File: src/rtl/rv_iommu_mrif_engine.sv
// rtl/rv_iommu_mrif_engine.sv - MRIF interrupt-pending update and notice MSI engine
//
// Package rv_iommu: cause codes, AXI atomic encodings and the default AXI structs.
//
// Module rv_iommu_mrif_engine: sets the interrupt-pending (IP) bit of one identity in
// a memory-resident interrupt file and, if the matching interrupt-enable (IE) bit is
// set, sends the notice MSI.
//   clk_i, rst_ni               clock, asynchronous active-low reset
//   mem_req_o / mem_resp_i      AXI request / response structs
//   init_mrif_i                 start request, sampled only in IDLE
//   int_id_i                    interrupt identity (MSI data)
//   mrif_addr_i                 MRIF base, 512-byte granule number
//   notice_nid_i, notice_ppn_i  notice MSI data and page
//   busy_o                      engine not in IDLE
//   done_o, ignore_o, error_o   one-cycle completion / discard / AXI error pulses
//   cause_o                     fault cause, valid with error_o

package rv_iommu;
  localparam int unsigned CAUSE_LEN = 12;
  localparam logic [CAUSE_LEN-1:0] MSI_PT_DATA_CORRUPTION = 12'd270;

  localparam logic [5:0] ATOP_ATOMICLOAD = 6'b10_0000;
  localparam logic [5:0] ATOP_SET        = 6'b00_0011;

  typedef struct packed {
    logic [3:0]  id;
    logic [63:0] addr;
    logic [7:0]  len;
    logic [2:0]  size;
    logic [1:0]  burst;
    logic [5:0]  atop;
  } axi_aw_t;

  typedef struct packed {
    logic [3:0]  id;
    logic [63:0] addr;
    logic [7:0]  len;
    logic [2:0]  size;
    logic [1:0]  burst;
  } axi_ar_t;

  typedef struct packed {
    logic [63:0] data;
    logic [7:0]  strb;
    logic        last;
  } axi_w_t;

  typedef struct packed {
    logic [3:0] id;
    logic [1:0] resp;
  } axi_b_t;

  typedef struct packed {
    logic [3:0]  id;
    logic [63:0] data;
    logic [1:0]  resp;
    logic        last;
  } axi_r_t;

  typedef struct packed {
    axi_aw_t aw;
    logic    aw_valid;
    axi_w_t  w;
    logic    w_valid;
    logic    b_ready;
    axi_ar_t ar;
    logic    ar_valid;
    logic    r_ready;
  } axi_req_t;

  typedef struct packed {
    logic   aw_ready;
    logic   ar_ready;
    logic   w_ready;
    logic   b_valid;
    axi_b_t b;
    logic   r_valid;
    axi_r_t r;
  } axi_rsp_t;
endpackage

module rv_iommu_mrif_engine #(
  parameter type         axi_req_t  = rv_iommu::axi_req_t,
  parameter type         axi_rsp_t  = rv_iommu::axi_rsp_t,
  parameter int unsigned ID_BITS    = 11,
  parameter bit          USE_ATOMIC = 1'b0,
  parameter logic [3:0]  AR_ID      = 4'b0100,
  parameter logic [3:0]  AW_ID      = 4'b0011
) (
  input  logic                             clk_i,
  input  logic                             rst_ni,
  input  axi_rsp_t                         mem_resp_i,
  output axi_req_t                         mem_req_o,
  input  logic                             init_mrif_i,
  input  logic [31:0]                      int_id_i,
  input  logic [46:0]                      mrif_addr_i,
  input  logic [10:0]                      notice_nid_i,
  input  logic [43:0]                      notice_ppn_i,
  output logic                             busy_o,
  output logic                             done_o,
  output logic                             ignore_o,
  output logic                             error_o,
  output logic [rv_iommu::CAUSE_LEN-1:0]   cause_o
);

  typedef enum logic [3:0] {
    S_IDLE, S_IP_AR, S_IP_R, S_IP_WR, S_IP_B,
    S_AT_WR, S_AT_RSP, S_IE_AR, S_IE_R,
    S_NT_WR, S_NT_B, S_DRAIN
  } state_e;

  state_e      r_state;
  logic [10:0] r_id;
  logic [55:0] r_pptr;
  logic [63:0] r_ip;
  logic [63:0] r_ie;
  logic [43:0] r_nppn;
  logic [10:0] r_nnid;
  logic        r_beat;
  logic        r_aw_done;
  logic        r_w_done;
  logic        r_b_got;
  logic        r_r_got;
  logic        r_err;

  logic        w_id_ok;
  logic [10:0] w_id11;
  logic [63:0] w_mask;
  logic        w_ie_hit;
  logic        w_rd_hit;
  logic        w_wr_state;
  logic        w_ar_valid, w_aw_valid, w_w_valid, w_r_ready, w_b_ready;
  logic        w_ar_hs, w_aw_hs, w_w_hs, w_r_hs, w_b_hs;
  logic        w_r_err, w_b_err;
  logic        w_wr_fin;
  logic        w_at_b, w_at_r, w_at_err;
  logic        w_unused;

  // Identity 0 is reserved; bits above ID_BITS must be clear.
  assign w_id_ok  = ((int_id_i >> ID_BITS) == 32'd0) && (int_id_i != 32'd0);
  assign w_id11   = 11'(int_id_i[ID_BITS-1:0]);
  assign w_mask   = 64'd1 << r_id[5:0];
  assign w_ie_hit = |(r_ie & w_mask);
  assign w_rd_hit = |(mem_resp_i.r.data & w_mask);

  assign w_wr_state = (r_state == S_IP_WR) || (r_state == S_AT_WR) || (r_state == S_NT_WR);
  assign w_aw_valid = w_wr_state && !r_aw_done;
  assign w_w_valid  = w_wr_state && !r_w_done;
  assign w_ar_valid = (r_state == S_IP_AR) || (r_state == S_IE_AR);
  assign w_r_ready  = (r_state == S_IP_R) || (r_state == S_IE_R) || (r_state == S_DRAIN) ||
                      ((r_state == S_AT_RSP) && !r_r_got);
  assign w_b_ready  = (r_state == S_IP_B) || (r_state == S_NT_B) ||
                      ((r_state == S_AT_RSP) && !r_b_got);

  assign w_ar_hs = w_ar_valid && mem_resp_i.ar_ready;
  assign w_aw_hs = w_aw_valid && mem_resp_i.aw_ready;
  assign w_w_hs  = w_w_valid  && mem_resp_i.w_ready;
  assign w_r_hs  = w_r_ready  && mem_resp_i.r_valid;
  assign w_b_hs  = w_b_ready  && mem_resp_i.b_valid;
  assign w_r_err = mem_resp_i.r.resp != 2'b00;
  assign w_b_err = mem_resp_i.b.resp != 2'b00;

  // AW and W are issued together; each side may complete in a different cycle.
  assign w_wr_fin = (r_aw_done || w_aw_hs) && (r_w_done || w_w_hs);

  // Atomic mode: B and the AtomicLoad R beat may arrive in either order.
  assign w_at_b   = r_b_got || w_b_hs;
  assign w_at_r   = r_r_got || w_r_hs;
  assign w_at_err = r_err || (w_r_hs && w_r_err) || (w_b_hs && w_b_err);

  assign busy_o   = (r_state != S_IDLE);
  assign ignore_o = (r_state == S_IDLE) && init_mrif_i && !w_id_ok;
  assign cause_o  = error_o ? rv_iommu::MSI_PT_DATA_CORRUPTION : '0;

  assign w_unused = ^{mem_resp_i.b.id, mem_resp_i.r.id, r_id[10:6], r_ip, r_beat};

  // Completion pulses coincide with the final handshake so that IDLE follows next cycle.
  always_comb begin
    done_o  = 1'b0;
    error_o = 1'b0;
    case (r_state)
      S_IP_R:   error_o = w_r_hs && w_r_err;
      S_IP_B: begin
        error_o = w_b_hs && w_b_err;
        done_o  = w_b_hs && !w_b_err && !w_ie_hit;
      end
      S_AT_RSP: error_o = !r_err && ((w_r_hs && w_r_err) || (w_b_hs && w_b_err));
      S_IE_R: begin
        error_o = w_r_hs && w_r_err;
        done_o  = w_r_hs && !w_r_err && !w_rd_hit;
      end
      S_NT_B: begin
        error_o = w_b_hs && w_b_err;
        done_o  = w_b_hs && !w_b_err;
      end
      default: ;
    endcase
  end

  // Payloads come only from registers, so they stay stable while a valid is held.
  always_comb begin
    mem_req_o          = '0;
    mem_req_o.aw_valid = w_aw_valid;
    mem_req_o.w_valid  = w_w_valid;
    mem_req_o.ar_valid = w_ar_valid;
    mem_req_o.r_ready  = w_r_ready;
    mem_req_o.b_ready  = w_b_ready;

    mem_req_o.aw.id    = AW_ID;
    mem_req_o.aw.burst = 2'b01;
    mem_req_o.aw.len   = 8'd0;
    mem_req_o.w.last   = 1'b1;
    if (r_state == S_NT_WR) begin
      mem_req_o.aw.addr = 64'({r_nppn, 12'b0});
      mem_req_o.aw.size = 3'd2;
      mem_req_o.w.data  = {32'b0, 21'b0, r_nnid};
      mem_req_o.w.strb  = 8'h0F;
    end else begin
      mem_req_o.aw.addr = 64'(r_pptr);
      mem_req_o.aw.size = 3'd3;
      mem_req_o.w.strb  = 8'hFF;
      if (USE_ATOMIC) begin
        mem_req_o.aw.atop = rv_iommu::ATOP_ATOMICLOAD | rv_iommu::ATOP_SET;
        mem_req_o.w.data  = w_mask;
      end else begin
        mem_req_o.w.data  = r_ip | w_mask;
      end
    end

    mem_req_o.ar.id    = AR_ID;
    mem_req_o.ar.size  = 3'd3;
    mem_req_o.ar.burst = 2'b01;
    if (USE_ATOMIC) begin
      mem_req_o.ar.addr = 64'(r_pptr) + 64'd8;
      mem_req_o.ar.len  = 8'd0;
    end else begin
      mem_req_o.ar.addr = 64'(r_pptr);
      mem_req_o.ar.len  = 8'd1;
    end
  end

  always_ff @(posedge clk_i or negedge rst_ni) begin
    if (!rst_ni) begin
      r_state   <= S_IDLE;
      r_id      <= '0;
      r_pptr    <= '0;
      r_ip      <= '0;
      r_ie      <= '0;
      r_nppn    <= '0;
      r_nnid    <= '0;
      r_beat    <= 1'b0;
      r_aw_done <= 1'b0;
      r_w_done  <= 1'b0;
      r_b_got   <= 1'b0;
      r_r_got   <= 1'b0;
      r_err     <= 1'b0;
    end else begin
      case (r_state)
        S_IDLE: begin
          if (init_mrif_i && w_id_ok) begin
            r_id      <= w_id11;
            r_pptr    <= {mrif_addr_i, w_id11[10:6], 4'b0};
            r_nppn    <= notice_ppn_i;
            r_nnid    <= notice_nid_i;
            r_beat    <= 1'b0;
            r_aw_done <= 1'b0;
            r_w_done  <= 1'b0;
            r_b_got   <= 1'b0;
            r_r_got   <= 1'b0;
            r_err     <= 1'b0;
            r_state   <= USE_ATOMIC ? S_AT_WR : S_IP_AR;
          end
        end
        S_IP_AR: if (w_ar_hs) r_state <= S_IP_R;
        S_IP_R: begin
          if (w_r_hs) begin
            if (!r_beat) r_ip <= mem_resp_i.r.data;
            else         r_ie <= mem_resp_i.r.data;
            r_beat <= 1'b1;
            if (w_r_err)                r_state <= mem_resp_i.r.last ? S_IDLE : S_DRAIN;
            else if (mem_resp_i.r.last) r_state <= S_IP_WR;
          end
        end
        S_IP_WR, S_AT_WR, S_NT_WR: begin
          if (w_aw_hs) r_aw_done <= 1'b1;
          if (w_w_hs)  r_w_done  <= 1'b1;
          if (w_wr_fin) begin
            r_aw_done <= 1'b0;
            r_w_done  <= 1'b0;
            case (r_state)
              S_IP_WR: r_state <= S_IP_B;
              S_AT_WR: r_state <= S_AT_RSP;
              default: r_state <= S_NT_B;
            endcase
          end
        end
        S_IP_B: begin
          if (w_b_hs) r_state <= (!w_b_err && w_ie_hit) ? S_NT_WR : S_IDLE;
        end
        S_AT_RSP: begin
          r_b_got <= w_at_b;
          r_r_got <= w_at_r;
          r_err   <= w_at_err;
          if (w_at_b && w_at_r) r_state <= w_at_err ? S_IDLE : S_IE_AR;
        end
        S_IE_AR: if (w_ar_hs) r_state <= S_IE_R;
        S_IE_R: begin
          if (w_r_hs) begin
            r_ie    <= mem_resp_i.r.data;
            r_state <= (!w_r_err && w_rd_hit) ? S_NT_WR : S_IDLE;
          end
        end
        S_NT_B:  if (w_b_hs) r_state <= S_IDLE;
        S_DRAIN: if (w_r_hs && mem_resp_i.r.last) r_state <= S_IDLE;
        default: r_state <= S_IDLE;
      endcase
    end
  end

endmodule

File: config.mk
export PLATFORM = sky130hd
export DESIGN_NAME = rv_iommu_mrif_engine
export DESIGN_NICKNAME = d
export VERILOG_FILES = /design/src/rtl/rv_iommu_mrif_engine.sv
export SDC_FILE = /design/constraint.sdc
export NUM_CORES = 1
export LEC_CHECK = 0
export BUFFER_PORTS_ARGS = -buffer_cell sky130_fd_sc_hd__clkbuf_2
export CORE_AREA = 5 5 184 186
export DETAILED_ROUTE_END_ITERATION = 10
export DIE_AREA = 0 0 189 191
export PLACE_DENSITY_LB_ADDON = 0.12
export SLEW_MARGIN = 0
export SYNTH_ARGS = -nofsm -noshare
export SYNTH_HDL_FRONTEND = slang
export SYNTH_SLANG_ARGS = --single-unit
File: constraint.sdc
create_clock -name clk_i -period 4.9 [get_ports clk_i]
set_input_delay 0.98 -clock clk_i [delete_from_list [all_inputs] [get_ports clk_i]]
set_output_delay 0.98 -clock clk_i [all_outputs]
set_load 0.03 [all_outputs]
==> run summary <==
top-area cell type share of the netlist area = 0.4594
Peak supply drop = 0.3034 mV
CORE AREA = 0.03212 mm^2
Final min period = 4.774 ns
die width = 189 um
DRT Wirelength = 47.31 mm
max-cap violation count = 0
Netlist cell types = 72
Die ar. = 0.03610 mm^2
gr usage total = 0.2499
vias in the first global route = 11250
CP endpoint kind = output port
H-tree levels = 1
Worst-path clk slew = 0.06 ns
Startpoint Class = flip-flop
PwrDens = 473.8 mW/mm^2
Clock Tree Root = clkbuf_16
status = completed
Static Leak = 8.799 nW
CTS Buffer Depth = 3
switching share of power = 0.3638
antenna-violating nets left = 0
DP Area = 0.01575 mm^2
global-route wire length before repair = 70.44 mm
post-DR wirelength/cell = 22.63 um
first drt pass iteration count = 5
synth top area cells = dfrtp_1 46%, mux2_2 15%, mux2_4 6.6%, buf_4 5.1%, nand2_1 4.7%
Post-synth EDFFs = 0
RR Endpoint = r_ip[17]$_DFFE_PN0P_
initial antenna violation count = 2
final period utilization = 0.9743
initial core utilization = 0.4256
Clock Skews = 0.009390 ns
DR vias/cell = 5.344
Psw = 2.897 mW
FF-to-FF setup slack = 1.61 ns
CP arrival = 3.79 ns
layout cells sized above 1 = 0.4485
Synth async-reset ratio = 1.000
Final Max Tran Viols = 0
dpl hpwl = 35.26 mm
row count = 66
worst-case reg-to-reg path depth = 7
Post-synth top flop = dfrtp_1
Comb pwr share = 0.342
Syn. warnings = 0
IO Count = 481
# clock sinks = 251
Clock power frac = 0.291
Post-Syn Area per Cell = 10.65 um^2
Seq/Total Area, Yosys = 0.4594
Synth Instances = 1284
Residual DRC = 0
Reg area = 0.006284 mm^2
filler cell count = 2985
final hold violation count = 0
final RePlAce weighted congestion = 0.9374
Max Clock Freq = 0.2095 GHz
CTS tree = built
Worst-Margin Slew = 0.9523 ns
fin area = 0.01681 mm^2
largest net degree at the start of global routing = 115
Critical Path RT = 3.92 ns
# nets final = 1876
Pint = 5.066 mW
Synth Register Bits = 251
grt ovf = 0
final setup vio count = 0
Worst slew margin = 0.3602
Num CTS Buffers = 30
IO Port Bufs = 396
hold buffers post-CTS = 0
area of the multi-input gates = 0.006573 mm^2
initial DRC count = 781
Crit Path Class = reg -> out
RSZ-0062 raised after global routing = no
DR vias = 11170
crit path max fanout = 26
Die Y-Extent = 191 um
clk_lat worst skew = 0.57 ns
Hold Crit Class = in -> async
Sequential Power Share = 0.367
Final TNS setup = 0 ns
Reg-to-Reg Start = r_state[0]$_DFFE_PN0P_
Post-Syn Area = 0.01367 mm^2
Area Overhead vs Synth = 22.92%
Synth area leader = dfrtp_1
-- cells in the final DEF, fill, tap and decap left out, types with 13 or more instances in the layout --
| cell | Yosys | layout |
|---|---|---|
| a21oi_1 | 80 | 80 |
| a31oi_1 | 14 | 14 |
| buf_4 | 93 | 35 |
| clkbuf_16 | 0 | 30 |
| clkbuf_2 | 0 | 395 |
| conb_1 | 2 | 76 |
| dfrtp_1 | 251 | 249 |
| mux2_2 | 186 | 186 |
| mux2_4 | 60 | 60 |
| mux2i_1 | 13 | 13 |
| nand2_1 | 173 | 173 |
| nand3_1 | 22 | 21 |
| nor2_1 | 90 | 90 |
| nor2b_1 | 24 | 24 |
| nor3_1 | 22 | 21 |
| nor4_1 | 17 | 16 |
| o21ai_0 | 24 | 24 |
-- Yosys cell counts, types with 4 or more instances --
cell type	instances
buf_6	8
o2bb2ai_1	5
a22o_1	5
nand2b_1	8
mux2_1	6
nand2_1	173
nor2_1	90
mux2_4	60
a31oi_1	14
inv_2	5
a32oi_1	10
mux2i_1	13
buf_2	33
clkbuf_1	35
nor3_1	22
and2_1	4
nor2b_1	24
a22oi_1	4
buf_4	93
dfrtp_1	251
and3_1	12
nand3_1	22
mux2_2	186
o21ai_0	24
nor4_1	17
a32o_1	5
nand4_1	5
a21oi_1	80
-- worst max path at each step --
stage / slack, ns / to / cells past startpoint / from
finish: 0.13 / done_o / 9 / r_id[5]$_DFFE_PN0P_
detailed placement: 0.66 / done_o / 9 / mem_resp_i[65]
floorplan: 0.96 / done_o / 7 / mem_resp_i[65]
global route: 0.06 / done_o / 8 / r_id[0]$_DFFE_PN0P_
global placement: 0.63 / done_o / 9 / mem_resp_i[65]
CTS: 0.1 / done_o / 9 / r_id[1]$_DFFE_PN0P_
-- timing repair --
item                                    4_1_cts  5_1_grt
buffers inserted                              0        0
endpoints found under the setup margin        0        1
gates resized for setup                       0        1
-- area by class of cell --
class / instances / area share
diodes: 1 / 0.0001489
clock buffers: 45 / 0.05278
clock inverters: 11 / 0.009678
inverters: 9 / 0.002010
multi-input cells: 929 / 0.3911
flip-flops and latches: 251 / 0.3739
well taps: 408 / 0.03037
repair buffers: 436 / 0.1401
-- routing by layer --
layer	share of wire	track usage	wire length (um)
met2	0.46	0.3998	21840
met5	0	0	0
met1	0.43	0.3429	20230
met3	0.087	0.06483	4131
met4	0.023	0.05830	1105
-- power groups by stage --
stage | Clock (mW) | Combinational (mW) | Sequential [mW]
floorplan | 0 | 2.13 | 2.80
global placement | 0 | 2.72 | 2.93
detailed placement | 0 | 2.75 | 2.94
CTS | 2.38 | 2.75 | 2.91
global route | 2.46 | 2.94 | 2.97
finish | 2.32 | 2.73 | 2.92
-- logic make-up after synthesis --
| kind of cell | Yosys count | synth area share |
|---|---|---|
| AO/OA/AOI/OAI | 185 | 0.08840 |
| multiplexers | 266 | 0.2352 |
| flip-flops | 251 | 0.4594 |
| XOR/XNOR | 1 | 0.0006407 |
| other | 2 | 0.0005493 |
| buffers and inverters | 178 | 0.08181 |
| AND/OR/NAND/NOR | 401 | 0.1341 |
-- per-stage QoR --
stage	utilization	power, mW	setup slack (ns)	hold slack [ns]	cells
global route	0.5232	8.375	0.05704	0.5164	2090
floorplan	-	4.924	0.9603	0.4650	1358
detailed placement	0.4904	5.684	0.6639	0.4856	2033
finish	0.5232	7.963	0.1261	0.4698	2090
CTS	0.5231	8.039	0.09942	0.5001	2089
global placement	0.4904	5.650	0.6347	0.4742	2033
-- worst max-delay path: stages (launching register included) --
cell	delay (ns)
dfrtp_2	0.58
buf_12	0.25
nor2b_1	0.23
and3_1	0.33
a221oi_1	0.54
a31oi_1	0.09
a21oi_1	0.17
nand3_1	0.23
o32ai_1	0.51
clkbuf_2	0.29
-- flip-flops by register name, summed over array words and instances (netlist names) --
name       flops
r_b_got        1
r_r_got        1
r_w_done       1
r_nnid        11
r_state        4
r_pptr        52
r_err          1
r_aw_done      1
r_beat         1
r_ie          64
r_nppn        44
r_ip          64
r_id           6
(Power assumes the default switching activity.)
